==> src/rtl/data_mem_interface_pkg.sv <==
//------------------------------------------------------------------------------
// +--------------------------------------------------------------------------+
// | Package : data_mem_interface_pkg                                         |
// | Purpose : Shared access-size codes and load-extension helper for the     |
// |           data memory load/store bus master.                             |
// | Rev     : 1.0  initial release                                           |
// +--------------------------------------------------------------------------+
//------------------------------------------------------------------------------
`default_nettype none

package data_mem_interface_pkg;

   // Store size select codes (also used internally as the generic access size)
   localparam logic [1:0] STORE_SB = 2'b00;
   localparam logic [1:0] STORE_SH = 2'b01;
   localparam logic [1:0] STORE_SW = 2'b10;

   // Load select codes: bit 2 marks the zero-extending variants
   localparam logic [2:0] LOAD_LB  = 3'b000;
   localparam logic [2:0] LOAD_LH  = 3'b001;
   localparam logic [2:0] LOAD_LW  = 3'b010;
   localparam logic [2:0] LOAD_LBU = 3'b100;
   localparam logic [2:0] LOAD_LHU = 3'b101;

   // Map a load select onto the access size shared with stores, so one lane
   // aligner serves both directions.
   function automatic logic [1:0] load_size(input logic [2:0] sel);
      case (sel)
         LOAD_LB, LOAD_LBU: return STORE_SB;
         LOAD_LH, LOAD_LHU: return STORE_SH;
         default:           return STORE_SW;
      endcase
   endfunction

   // Sign/zero extension of a read word that has already been shifted so the
   // addressed byte sits in bits [7:0].
   function automatic logic [31:0] extend_load(input logic [2:0] sel,
                                               input logic [31:0] w);
      case (sel)
         LOAD_LB:  return {{24{w[7]}},  w[7:0]};
         LOAD_LH:  return {{16{w[15]}}, w[15:0]};
         LOAD_LBU: return {24'h000000,  w[7:0]};
         LOAD_LHU: return {16'h0000,    w[15:0]};
         default:  return w;
      endcase
   endfunction

endpackage

`default_nettype wire

==> src/rtl/data_mem_interface_lane_aligner.sv <==
//------------------------------------------------------------------------------
// +--------------------------------------------------------------------------+
// | Module  : data_mem_interface_lane_aligner                                |
// | Purpose : Combinational byte-lane steering. From the access size and the |
// |           low address bits produce byte enables, lane-shifted write data |
// |           and the misalignment flag.                                     |
// | Ports   : i_size        access size (STORE_SB/SH/SW encoding)            |
// |           i_addr_lo     byte offset within the word                      |
// |           i_wdata       low-aligned store data                           |
// |           o_sel         byte enables                                     |
// |           o_wdata       store data shifted onto its byte lanes           |
// |           o_misaligned  access crosses its natural boundary              |
// | Rev     : 1.0  initial release                                           |
// +--------------------------------------------------------------------------+
//------------------------------------------------------------------------------
`default_nettype none

module data_mem_interface_lane_aligner
   import data_mem_interface_pkg::*;
(
   input  logic [1:0]  i_size,
   input  logic [1:0]  i_addr_lo,
   input  logic [31:0] i_wdata,
   output logic [3:0]  o_sel,
   output logic [31:0] o_wdata,
   output logic        o_misaligned
);

   always_comb begin
      o_sel        = 4'b1111;
      o_misaligned = 1'b0;
      case (i_size)
         STORE_SB: begin
            o_sel = 4'b0001 << i_addr_lo;
         end
         STORE_SH: begin
            o_sel        = 4'b0011 << {i_addr_lo[1], 1'b0};
            o_misaligned = i_addr_lo[0];
         end
         // Word, and the unused code, are treated as full-word accesses
         default: begin
            o_sel        = 4'b1111;
            o_misaligned = |i_addr_lo;
         end
      endcase
   end

   assign o_wdata = i_wdata << {i_addr_lo, 3'b000};

endmodule

`default_nettype wire

==> src/rtl/data_mem_interface.sv <==
//------------------------------------------------------------------------------
// +--------------------------------------------------------------------------+
// | Module  : data_mem_interface                                             |
// | Purpose : Load/store bus master between the CPU execute stage and data   |
// |           memory. Runs one single-beat req/ack bus transaction per CPU   |
// |           access, stalls the pipeline until it completes and returns    |
// |           extended load data. Misaligned accesses complete without a    |
// |           bus cycle; an unanswered cycle ends in a bus error.            |
// | Params  : TIMEOUT       BUS cycles without ack before bus error (1..255) |
// | Ports   : I_clk/I_rst_n clock, async active-low reset                    |
// |           I_req/I_we/I_storesel/I_loadsel/I_addr/I_wdata  CPU request    |
// |           O_stall/O_done/O_rdata/O_misaligned/O_buserr    CPU response   |
// |           O_bus_cyc/O_bus_we/O_bus_addr/O_bus_sel/O_bus_wdata  bus out   |
// |           I_bus_ack/I_bus_rdata                                bus in    |
// | Rev     : 1.0  initial release                                           |
// +--------------------------------------------------------------------------+
//------------------------------------------------------------------------------
`default_nettype none

module data_mem_interface
   import data_mem_interface_pkg::*;
#(
   parameter int unsigned TIMEOUT = 255
) (
   input  logic        I_clk,
   input  logic        I_rst_n,
   input  logic        I_req,
   input  logic        I_we,
   input  logic [1:0]  I_storesel,
   input  logic [2:0]  I_loadsel,
   input  logic [31:0] I_addr,
   input  logic [31:0] I_wdata,
   output logic        O_stall,
   output logic        O_done,
   output logic [31:0] O_rdata,
   output logic        O_misaligned,
   output logic        O_buserr,
   output logic        O_bus_cyc,
   output logic        O_bus_we,
   output logic [31:0] O_bus_addr,
   output logic [3:0]  O_bus_sel,
   output logic [31:0] O_bus_wdata,
   input  logic        I_bus_ack,
   input  logic [31:0] I_bus_rdata
);

   localparam logic [1:0] ST_IDLE = 2'd0;
   localparam logic [1:0] ST_BUS  = 2'd1;
   localparam logic [1:0] ST_DONE = 2'd2;

   typedef enum logic [1:0] {
      S_IDLE = ST_IDLE,
      S_BUS  = ST_BUS,
      S_DONE = ST_DONE
   } state_e;

   localparam logic [7:0] C_TIMEOUT = TIMEOUT[7:0];

   state_e      state_q,    state_d;
   logic [7:0]  cnt_q,      cnt_d;
   logic [29:0] addr_q,     addr_d;
   logic        we_q,       we_d;
   logic [3:0]  sel_q,      sel_d;
   logic [31:0] wdata_q,    wdata_d;
   logic [2:0]  loadsel_q,  loadsel_d;
   logic [1:0]  off_q,      off_d;
   logic [31:0] rdata_q,    rdata_d;
   logic        misal_q,    misal_d;
   logic        buserr_q,   buserr_d;

   logic [1:0]  w_size;
   logic [3:0]  w_sel;
   logic [31:0] w_wdata;
   logic        w_misal;
   logic [7:0]  w_cnt_inc;
   logic [31:0] w_word;
   logic        w_cyc;
   logic        w_done;

   assign w_size = I_we ? I_storesel : load_size(I_loadsel);

   data_mem_interface_lane_aligner u_lane_aligner (
      .i_size       (w_size),
      .i_addr_lo    (I_addr[1:0]),
      .i_wdata      (I_wdata),
      .o_sel        (w_sel),
      .o_wdata      (w_wdata),
      .o_misaligned (w_misal)
   );

   // Saturating so a very long stall can never wrap back below TIMEOUT
   assign w_cnt_inc = (cnt_q == 8'hFF) ? cnt_q : cnt_q + 8'd1;

   // Read word moved down so the addressed byte/half lands at bit 0
   assign w_word = I_bus_rdata >> {off_q, 3'b000};

   always_comb begin
      state_d   = state_q;
      cnt_d     = cnt_q;
      addr_d    = addr_q;
      we_d      = we_q;
      sel_d     = sel_q;
      wdata_d   = wdata_q;
      loadsel_d = loadsel_q;
      off_d     = off_q;
      rdata_d   = rdata_q;
      misal_d   = misal_q;
      buserr_d  = buserr_q;
      case (state_q)
         S_IDLE: begin
            if (I_req) begin
               addr_d    = I_addr[31:2];
               we_d      = I_we;
               sel_d     = w_sel;
               wdata_d   = w_wdata;
               loadsel_d = I_loadsel;
               off_d     = I_addr[1:0];
               cnt_d     = 8'd0;
               rdata_d   = 32'h0;
               buserr_d  = 1'b0;
               misal_d   = w_misal;
               state_d   = w_misal ? S_DONE : S_BUS;
            end
         end
         S_BUS: begin
            cnt_d = w_cnt_inc;
            // Ack wins over an expiring timeout in the same cycle
            if (I_bus_ack) begin
               state_d = S_DONE;
               rdata_d = we_q ? 32'h0 : extend_load(loadsel_q, w_word);
            end else if (w_cnt_inc == C_TIMEOUT) begin
               state_d  = S_DONE;
               buserr_d = 1'b1;
               rdata_d  = 32'h0;
            end
         end
         S_DONE: begin
            // Response flags live for exactly the DONE cycle
            state_d  = S_IDLE;
            rdata_d  = 32'h0;
            misal_d  = 1'b0;
            buserr_d = 1'b0;
         end
         default: begin
            state_d = S_IDLE;
         end
      endcase
   end

   always_ff @(posedge I_clk or negedge I_rst_n) begin
      if (!I_rst_n) begin
         state_q   <= S_IDLE;
         cnt_q     <= 8'd0;
         addr_q    <= 30'd0;
         we_q      <= 1'b0;
         sel_q     <= 4'd0;
         wdata_q   <= 32'h0;
         loadsel_q <= 3'd0;
         off_q     <= 2'd0;
         rdata_q   <= 32'h0;
         misal_q   <= 1'b0;
         buserr_q  <= 1'b0;
      end else begin
         state_q   <= state_d;
         cnt_q     <= cnt_d;
         addr_q    <= addr_d;
         we_q      <= we_d;
         sel_q     <= sel_d;
         wdata_q   <= wdata_d;
         loadsel_q <= loadsel_d;
         off_q     <= off_d;
         rdata_q   <= rdata_d;
         misal_q   <= misal_d;
         buserr_q  <= buserr_d;
      end
   end

   assign w_cyc  = (state_q == S_BUS);
   assign w_done = (state_q == S_DONE);

   // Bus lines are qualified by the cycle so they read 0 whenever idle
   assign O_bus_cyc    = w_cyc;
   assign O_bus_we     = w_cyc & we_q;
   assign O_bus_addr   = w_cyc ? {addr_q, 2'b00} : 32'h0;
   assign O_bus_sel    = w_cyc ? sel_q : 4'd0;
   assign O_bus_wdata  = w_cyc ? wdata_q : 32'h0;

   assign O_done       = w_done;
   assign O_rdata      = rdata_q;
   assign O_misaligned = w_done & misal_q;
   assign O_buserr     = w_done & buserr_q;
   assign O_stall      = I_req & ~w_done;

endmodule

`default_nettype wire

==> config.mk <==
export PLATFORM = sky130hd
export DESIGN_NAME = data_mem_interface
export DESIGN_NICKNAME = d
export VERILOG_FILES = /design/src/rtl/data_mem_interface_pkg.sv /design/src/rtl/data_mem_interface_lane_aligner.sv /design/src/rtl/data_mem_interface.sv
export SDC_FILE = /design/constraint.sdc
export NUM_CORES = 1
export LEC_CHECK = 0
export CAP_MARGIN = 30
export CORE_MARGIN = 2
export CORE_UTILIZATION = 35
export CTS_CLUSTER_DIAMETER = 150
export CTS_CLUSTER_SIZE = 12
export DETAILED_ROUTE_END_ITERATION = 10
export HOLD_SLACK_MARGIN = 0.02
export RECOVER_POWER = 25
export SLEW_MARGIN = 15
export SYNTH_ARGS = -nofsm -noshare
export SYNTH_HDL_FRONTEND = slang
export SYNTH_SLANG_ARGS = --single-unit
==> constraint.sdc <==
create_clock -name I_clk -period 2.2 [get_ports I_clk]
set_input_delay 0.44 -clock I_clk [delete_from_list [all_inputs] [get_ports I_clk]]
set_output_delay 0.44 -clock I_clk [all_outputs]
set_load 0.005 [all_outputs]
==> key figures, run 1 <==
Clock network
  – Clk root buf: clkbuf_16
  – Worst-case clock buffer depth: 2
  – Num CTS Buffers: 17
  – H-tree level count: 4
  – Clk slew on worst S/H paths: 0.06 ns
  – TritonCTS Sinks: between 100 and 150
  – TritonCTS clock tree: yes
  – Worst-Skew Late Latency: around 0.41 ns

Placed design
  – GP Congestion: between 0.8 and 0.9
  – Setup WS pre-CTS: -0.1013 ns
  – IO Port Bufs: 209
  – Placed insts: 1178
  – Post-detail-place hpwl: approximately 15 mm
  – Placed cell area: 9082 um^2

Logic synthesis
  – Synth Instances: ~770
  – Fraction of registers with async set/reset: 1.000
  – Synth unique cells: 55
  – Post-synth EDFFs: 0
  – Register area share after synthesis: 0.4417
  – Post-Syn Area per Cell: 8.556 um^2
  – Top cells by area, synth: dfrtp_1 44%, nand2_1 11%, and2_1 6.6%
  – YS warnings: 0
  – Share of the synthesized area in the top cell type: 0.4417
  – Post-Synthesis Cell Area: approximately 6600 um^2
  – Main flop type after synthesis: dfrtp_1
  – Synth Register Bits: roughly 120
  – Post-synth top area cell: dfrtp_1

Layout
  – Finished Layout Cells: 1229
  – Syn-to-layout area delta: 48.93%
  – Layout net count: between 1000 and 1500
  – # diodes: 0
  – Fraction of layout cells with a size suffix above 1: 0.1337
  – Finished Cell Area: 9787 um^2

Timing
  – Max-slew headroom: 0.4174
  – Clock skew: between 0.008 and 0.009 ns
  – RSZ-0062 raised after global routing: true
  – Final period utilization: 1.002
  – Slew @ Worst Pin: 0.8739 ns
  – Fmax: roughly 450 MHz
  – Setup TNS: -0.003678 ns
  – Post-route minimum period: approximately 2.2 ns
  – Fin. Hold Viols: 0
  – Slack of the critical path: -0.003678 ns
  – Final Max Slew Viols: 0
  – Final setup fails: 1

Floorplan
  – Ports: approximately 210
  – Core area: ~19000 um^2
  – Starting Density: 0.3537
  – Die area: 19890 um^2
  – Chip width: ~140 um
  – Die span in y: between 100 and 150 um
  – Row count: 50

Global routing
  – GRT busiest layer: met2
  – All-Layer GR Usage: 0.2256
  – First-pass GRT wire length: 35.09 mm
  – Global Route met2 Usage: 0.3556
  – Vias in the first global route: 6255
  – M1 GR Usage: 0.2968
  – Grt met3 use: 0.08186
  – Antenna violations before repair: 0
  – Largest net degree at the start of global routing: 66
  – Grt ovf: 0

Power
  – Power Density: 1084 nW/um^2
  – Total Power: 10.61 mW
  – Peak supply drop: roughly 0.00055 V
  – Leak Pwr: between 4 and 5 nW
  – Pint: 6.808 mW
  – Combinational power share: 0.424
  – Clock power frac: 0.252
  – Reg power frac: 0.324
  – Switch share: 0.3581
  – Switch Pwr: approximately 3.8 mW

Drt
  – Wirelength per Cell: 17.79 um
  – Vias: 6429
  – DRT Pass-1 Iters: 5
  – Drt total wl: 21.87 mm
  – Vias/cell: about 5.2
  – Initial DRC count: around 320
  – Post-route antenna net violation count: 0
  – DR DRC count: 0

Worst setup path
  – Critical path type: flop to primary output
  – CP max FO: 8
  – Crit path cell chain: nand2b_4 > inv_6 > buf_6 > buf_16 > buf_8 > and2_1 > clkdlybuf4s15_2
  – Max incr delay on CP: a little under 0.4 ns
  – Required @ worst endpoint: between 1.5 and 2 ns
  – Slowest cell on crit path: dfrtp_1
  – Kind of end point of the critical path: primary output
  – Worst Setup Start Kind: flop
  – Crit path DAT: 1.76 ns

Status
  – Outcome: finished with violations
  – Violated checks: negative setup slack

Min path
  – HP Class: flop to flop

Flow run
  – Max Cap Viol: 0
-- registers in the layout, indices dropped and copies added (netlist names) --
signal	count
sel_q	4
cnt_q	8
off_q	2
O_rdata	32
misal_q	1
buserr_q	1
we_q	1
wdata_q	32
state_q	2
loadsel_q	3
addr_q	30
-- routing by layer --
layer	vias up	routed length [um]
met1	3072	9420
met5	-	0
li1	3087	-
met2	252	10200
met3	18	2011
met4	0	234
-- stage by stage --
stage          hold slack, ns  utilization
2_1_floorplan          0.1444            -
3_3_place_gp           0.4310       0.4888
3_5_place_dp           0.4321       0.4888
4_1_cts                0.4603       0.5322
5_1_grt                0.4858       0.5267
6_report               0.4569       0.5267
-- worst max-delay path, delay by kind of cell (launching register included) --
kind	cells	cell delay [ns]
DFF	1	0.39
buffers and inverters	5	0.67
and+or+nand+nor	2	0.29
-- synth_stat cells, drive strengths merged, types with 8 or more instances --
| master | count |
|---|---|
| clkbuf | 53 |
| nand3 | 20 |
| nand2 | 185 |
| o21ai | 48 |
| mux2i | 42 |
| a211oi | 9 |
| o41ai | 8 |
| a21oi | 23 |
| a311oi | 10 |
| inv | 12 |
| nor2b | 10 |
| and2 | 69 |
| buf | 13 |
| nor2 | 41 |
| dfrtp | 116 |
| nand3b | 26 |
| o31ai | 9 |
| a221oi | 8 |
| a32oi | 16 |
-- kinds of logic (layout without fill, tap and decap cells) --
group,after synthesis,after routing,synth area share
buffers and inverters,78,304,0.04912
muxes,45,45,0.07254
DFF,116,116,0.4417
adders and majority gates,1,1,0.001904
and+or+nand+nor,375,375,0.2763
other,1,2,0.0005707
AOI/OAI and AO/OA,152,152,0.1578
-- area by class of cell --
type	count	area, um^2
Tap cell	234	292.8
Multi-Input combinational cell	575	3397
Timing Repair Buffer	260	2570
Clock buffer	21	470.5
Fill cell	1773	8793
Clock inverter	11	102.6
Sequential cell	116	2904
Inverter	12	50.05
-- cells in the final DEF (no fill, tap or decap), types with 9 or more instances in the layout --
| cell | n |
|---|---|
| a211oi_1 | 9 |
| a21oi_1 | 23 |
| a311oi_1 | 10 |
| a32oi_1 | 16 |
| and2_1 | 66 |
| buf_12 | 11 |
| buf_2 | 11 |
| buf_4 | 27 |
| clkbuf_16 | 17 |
| clkbuf_2 | 19 |
| clkdlybuf4s50_1 | 138 |
| dfrtp_1 | 115 |
| dlygate4sd2_1 | 32 |
| inv_1 | 11 |
| mux2i_1 | 42 |
| nand2_1 | 185 |
| nand3_1 | 19 |
| nand3b_1 | 26 |
| nor2_1 | 40 |
| nor2b_1 | 9 |
| o21ai_0 | 37 |
| o21ai_1 | 9 |
| o31ai_1 | 9 |
-- what timing repair did --
| action | CTS | global route |
|---|---|---|
| cloned | 5 | 0 |
| setup buffers | 9 | 4 |
| resized for setup | 128 | 41 |
| hold buffers | 1 | 0 |
| hold endpoints to repair | 30 | 0 |
| endpoints found under the setup margin | 72 | 35 |
| pin swaps | 0 | 1 |
-- worst paths after layout --
check	from	end	slack (ns)	cells past startpoint
max	state_q[1]$_DFFE_PN0P_	O_bus_wdata[14]	-0.004	7
min	wdata_q[4]$_DFFE_PN0P_	wdata_q[4]$_DFFE_PN0P_	0.46	2
max reg2reg	cnt_q[1]$_DFFE_PN0P_	O_rdata[27]$_DFFE_PN0P_	0.20	7
min reg2reg	wdata_q[4]$_DFFE_PN0P_	wdata_q[4]$_DFFE_PN0P_	0.46	2
max in group asynchronous	I_rst_n	addr_q[4]$_DFFE_PN0P_	0.41	3
min in group asynchronous	I_rst_n	O_rdata[1]$_DFFE_PN0P_	0.67	2
-- power groups by stage --
stage	logic, mW	registers (mW)	clock network, mW
floorplan	2.29	3.30	0
global placement	4.18	3.44	0
detailed placement	4.19	3.46	0
CTS	4.52	3.44	2.72
global route	4.95	3.56	2.84
finish	4.50	3.44	2.67
Power figures use the tool's default switching activity.
==> inputs of run 2 (changes only) <==
Settings changed: CORE_ASPECT_RATIO set to 1.25.
==> run 2 against run 1 <==
  * The flow now finishes without violations
  * Core utilization decreased by 0.17 points
  * Worst setup slack improved by 0.022 ns
  * Register-to-register slack improved by 0.02 ns
  * Critical path depth unchanged
  * Sequential power decreased by 1%
  * Largest cell class unchanged
  * Largest power group unchanged
  * Highest routed layer unchanged
==> key figures, run 2 (synthesized netlist as in run 1, its figures left out) <==
Drt
  – Vias/cell: 5.183 (-0.92%)
  – Initial DRC count: 387 (+22%)
  – DR DRC count: 0 (unchanged)
  – Vias: 6375 (-0.84%)
  – Wirelength per Cell: 17.22 um (-3.2%)
  – Post-route antenna net violation count: 0 (unchanged)
  – DRT Pass-1 Iters: 5 (unchanged)
  – Drt total wl: 21.18 mm (-3.1%)

Floorplan
  – Core area: 18570 um^2 (about the same)
  – Die span in y: 157.2 um (+11%)
  – Starting Density: 0.3539 (about the same)
  – Chip width: 126.6 um (-10%)
  – Die area: 19890 um^2 (about the same)
  – Row count: 56 (+12%)
  – Ports: 212 (unchanged)

Clock network
  – TritonCTS clock tree: yes
  – TritonCTS Sinks: 116 (unchanged)
  – H-tree level count: 4 (unchanged)
  – Num CTS Buffers: 17 (unchanged)
  – Clk slew on worst S/H paths: 0.05 ns (about the same)
  – Clk root buf: clkbuf_16
  – Worst-case clock buffer depth: 2 (unchanged)
  – Worst-Skew Late Latency: 0.42 ns (about the same)

Placed design
  – IO Port Bufs: 209 (unchanged)
  – GP Congestion: 0.7736 (-6.5%)
  – Post-detail-place hpwl: 14.47 mm (-0.67%)
  – Placed cell area: 9100 um^2 (+0.19%)

Layout
  – Fraction of layout cells with a size suffix above 1: 0.1413 (+0.007614)
  – Area of the multi-input gates: 3397 um^2 (unchanged)
  – Fillers: 1759 (-0.79%)
  – Syn-to-layout area delta: 48.36%
  – Commonest non-fill, non-tap cell in the layout: nand2_1
  – Register area: 2903 um^2 (about the same)
  – # diodes: 0 (unchanged)
  – Most frequent cells in the layout: 185 x nand2_1, 136 x clkdlybuf4s50_1, 116 x dfrtp_1
  – Post-layout util: 0.5251 (-0.001667)
  – Layout net count: 1093 (+0.37%)
  – Finished Cell Area: 9749 um^2 (-0.38%)

Worst setup path
  – CP max FO: 13 (+5)
  – Required @ worst endpoint: 1.76 ns (about the same)
  – Worst Setup Start Kind: flop
  – Critical path type: flop to primary output
  – Crit path DAT: 1.74 ns (-0.02 ns)
  – Kind of end point of the critical path: primary output

Timing
  – RSZ-0062 raised after global routing: true
  – Final period utilization: 0.9919 (-0.009807)
  – Max-slew headroom: 0.3619 (-0.05549)
  – Final setup fails: 0 (-1)
  – Setup TNS: 0 ns (+0.003678 ns)
  – Clock skew: 0.008905 ns (+0.0007390 ns)
  – Post-route minimum period: 2.182 ns (-0.02158 ns)
  – Fin. Hold Viols: 0 (unchanged)
  – Fmax: 458.3 MHz (+0.99%)
  – Slew @ Worst Pin: 0.9571 ns (+0.08323 ns)
  – Final Max Slew Viols: 0 (unchanged)

Global routing
  – Largest net degree at the start of global routing: 61 (-7.6%)
  – Grt ovf: 0 (unchanged)
  – Vias in the first global route: 6309 (+0.86%)
  – All-Layer GR Usage: 0.2168 (-0.008811)
  – First-pass GRT wire length: 34.02 mm (-3.1%)
  – Antenna violations before repair: 0 (unchanged)

Status
  – Outcome: complete, no violations

Flow run
  – Max Cap Viol: 0 (unchanged)

Power
  – Power Density: 1095 nW/um^2 (+1.0%)
  – Leak Pwr: 4.524 nW (-1.0%)
  – Peak supply drop: 0.0005276 V (-4.0%)

Min path
  – HP Class: flop to flop
==> run 2: cell count changes in the layout (fill, tap and decap cells not counted), sizes merged, moves of 3 or more <==
| cell | change |
|---|---|
| bufbuf | -3 |
| buf | +7 |
| clkbuf | +7 |
| dlygate4sd2 | -7 |
| bufinv | +3 |
==> run 2: metal layers <==
layer	up-vias	global-route usage	wire length (um)
met3	26	0.07954	1797
met4	0	0.07378	500
met2	229	0.3563	10210
met1	3027	0.2630	8677
li1	3093	-	-
met5	-	0	0
==> run 2: worst paths after layout <==
kind | slack [ns] | from | end | cells after the start
min reg2reg | 0.46 | wdata_q[0]$_DFFE_PN0P_ | wdata_q[0]$_DFFE_PN0P_ | 2
min | 0.46 | wdata_q[0]$_DFFE_PN0P_ | wdata_q[0]$_DFFE_PN0P_ | 2
max in group asynchronous | 0.40 | I_rst_n | wdata_q[27]$_DFFE_PN0P_ | 3
min in group asynchronous | 0.69 | I_rst_n | O_rdata[27]$_DFFE_PN0P_ | 2
max | 0.02 | state_q[0]$_DFFE_PN0P_ | O_bus_wdata[0] | 7
max reg2reg | 0.22 | off_q[0]$_DFFE_PN0P_ | O_rdata[10]$_DFFE_PN0P_ | 6
==> run 2: area by class of cell <==
class                           count  area share
Clock inverter                     12     0.01848
Multi-Input combinational cell    575      0.3484
Sequential cell                   116      0.2977
Inverter                           12    0.005133
Timing Repair Buffer              264      0.2550
Tap cell                          232     0.02977
Clock buffer                       19     0.04543
==> run 2: worst max-delay path: stages, from the launching register on <==
cell             delay (ns)
dfrtp_1                0.40
nand2b_4               0.11
inv_6                  0.05
buf_4                  0.13
buf_12                 0.13
buf_12                 0.13
and2_1                 0.15
clkdlybuf4s15_1        0.21
==> run 2: power breakdown <==
part	switching [mW]	total (mW)	internal, mW
registers	0.479	3.40	2.92
logic	2.23	4.33	2.11
clock network	1.02	2.94	1.92
==> run 2: repair_timing <==
item	in CTS	in global routing
cloned	4	0
endpoints found under the setup margin	72	22
setup buffers	11	2
resized for setup	128	60
hold buffers	1	0
endpoints found under the hold margin	12	0
==> run 2: metrics by stage <==
step	setup slack, ns	hold slack [ns]	total power, mW	std cells
2_1_floorplan	0.2785	0.1444	5.596	769
3_3_place_gp	-0.1809	0.3403	7.557	1182
3_5_place_dp	-0.2253	0.3351	7.593	1182
4_1_cts	-0.1219	0.4453	10.83	1229
5_1_grt	-0.07377	0.4804	11.40	1230
6_report	0.01790	0.4566	10.67	1230
==> inputs of run 3 (changes only) <==
Settings changed: SLEW_MARGIN 15 to not set.
==> results of run 3 <==
Same layout as run 2: the final DEF is identical, and so are final timing and power.
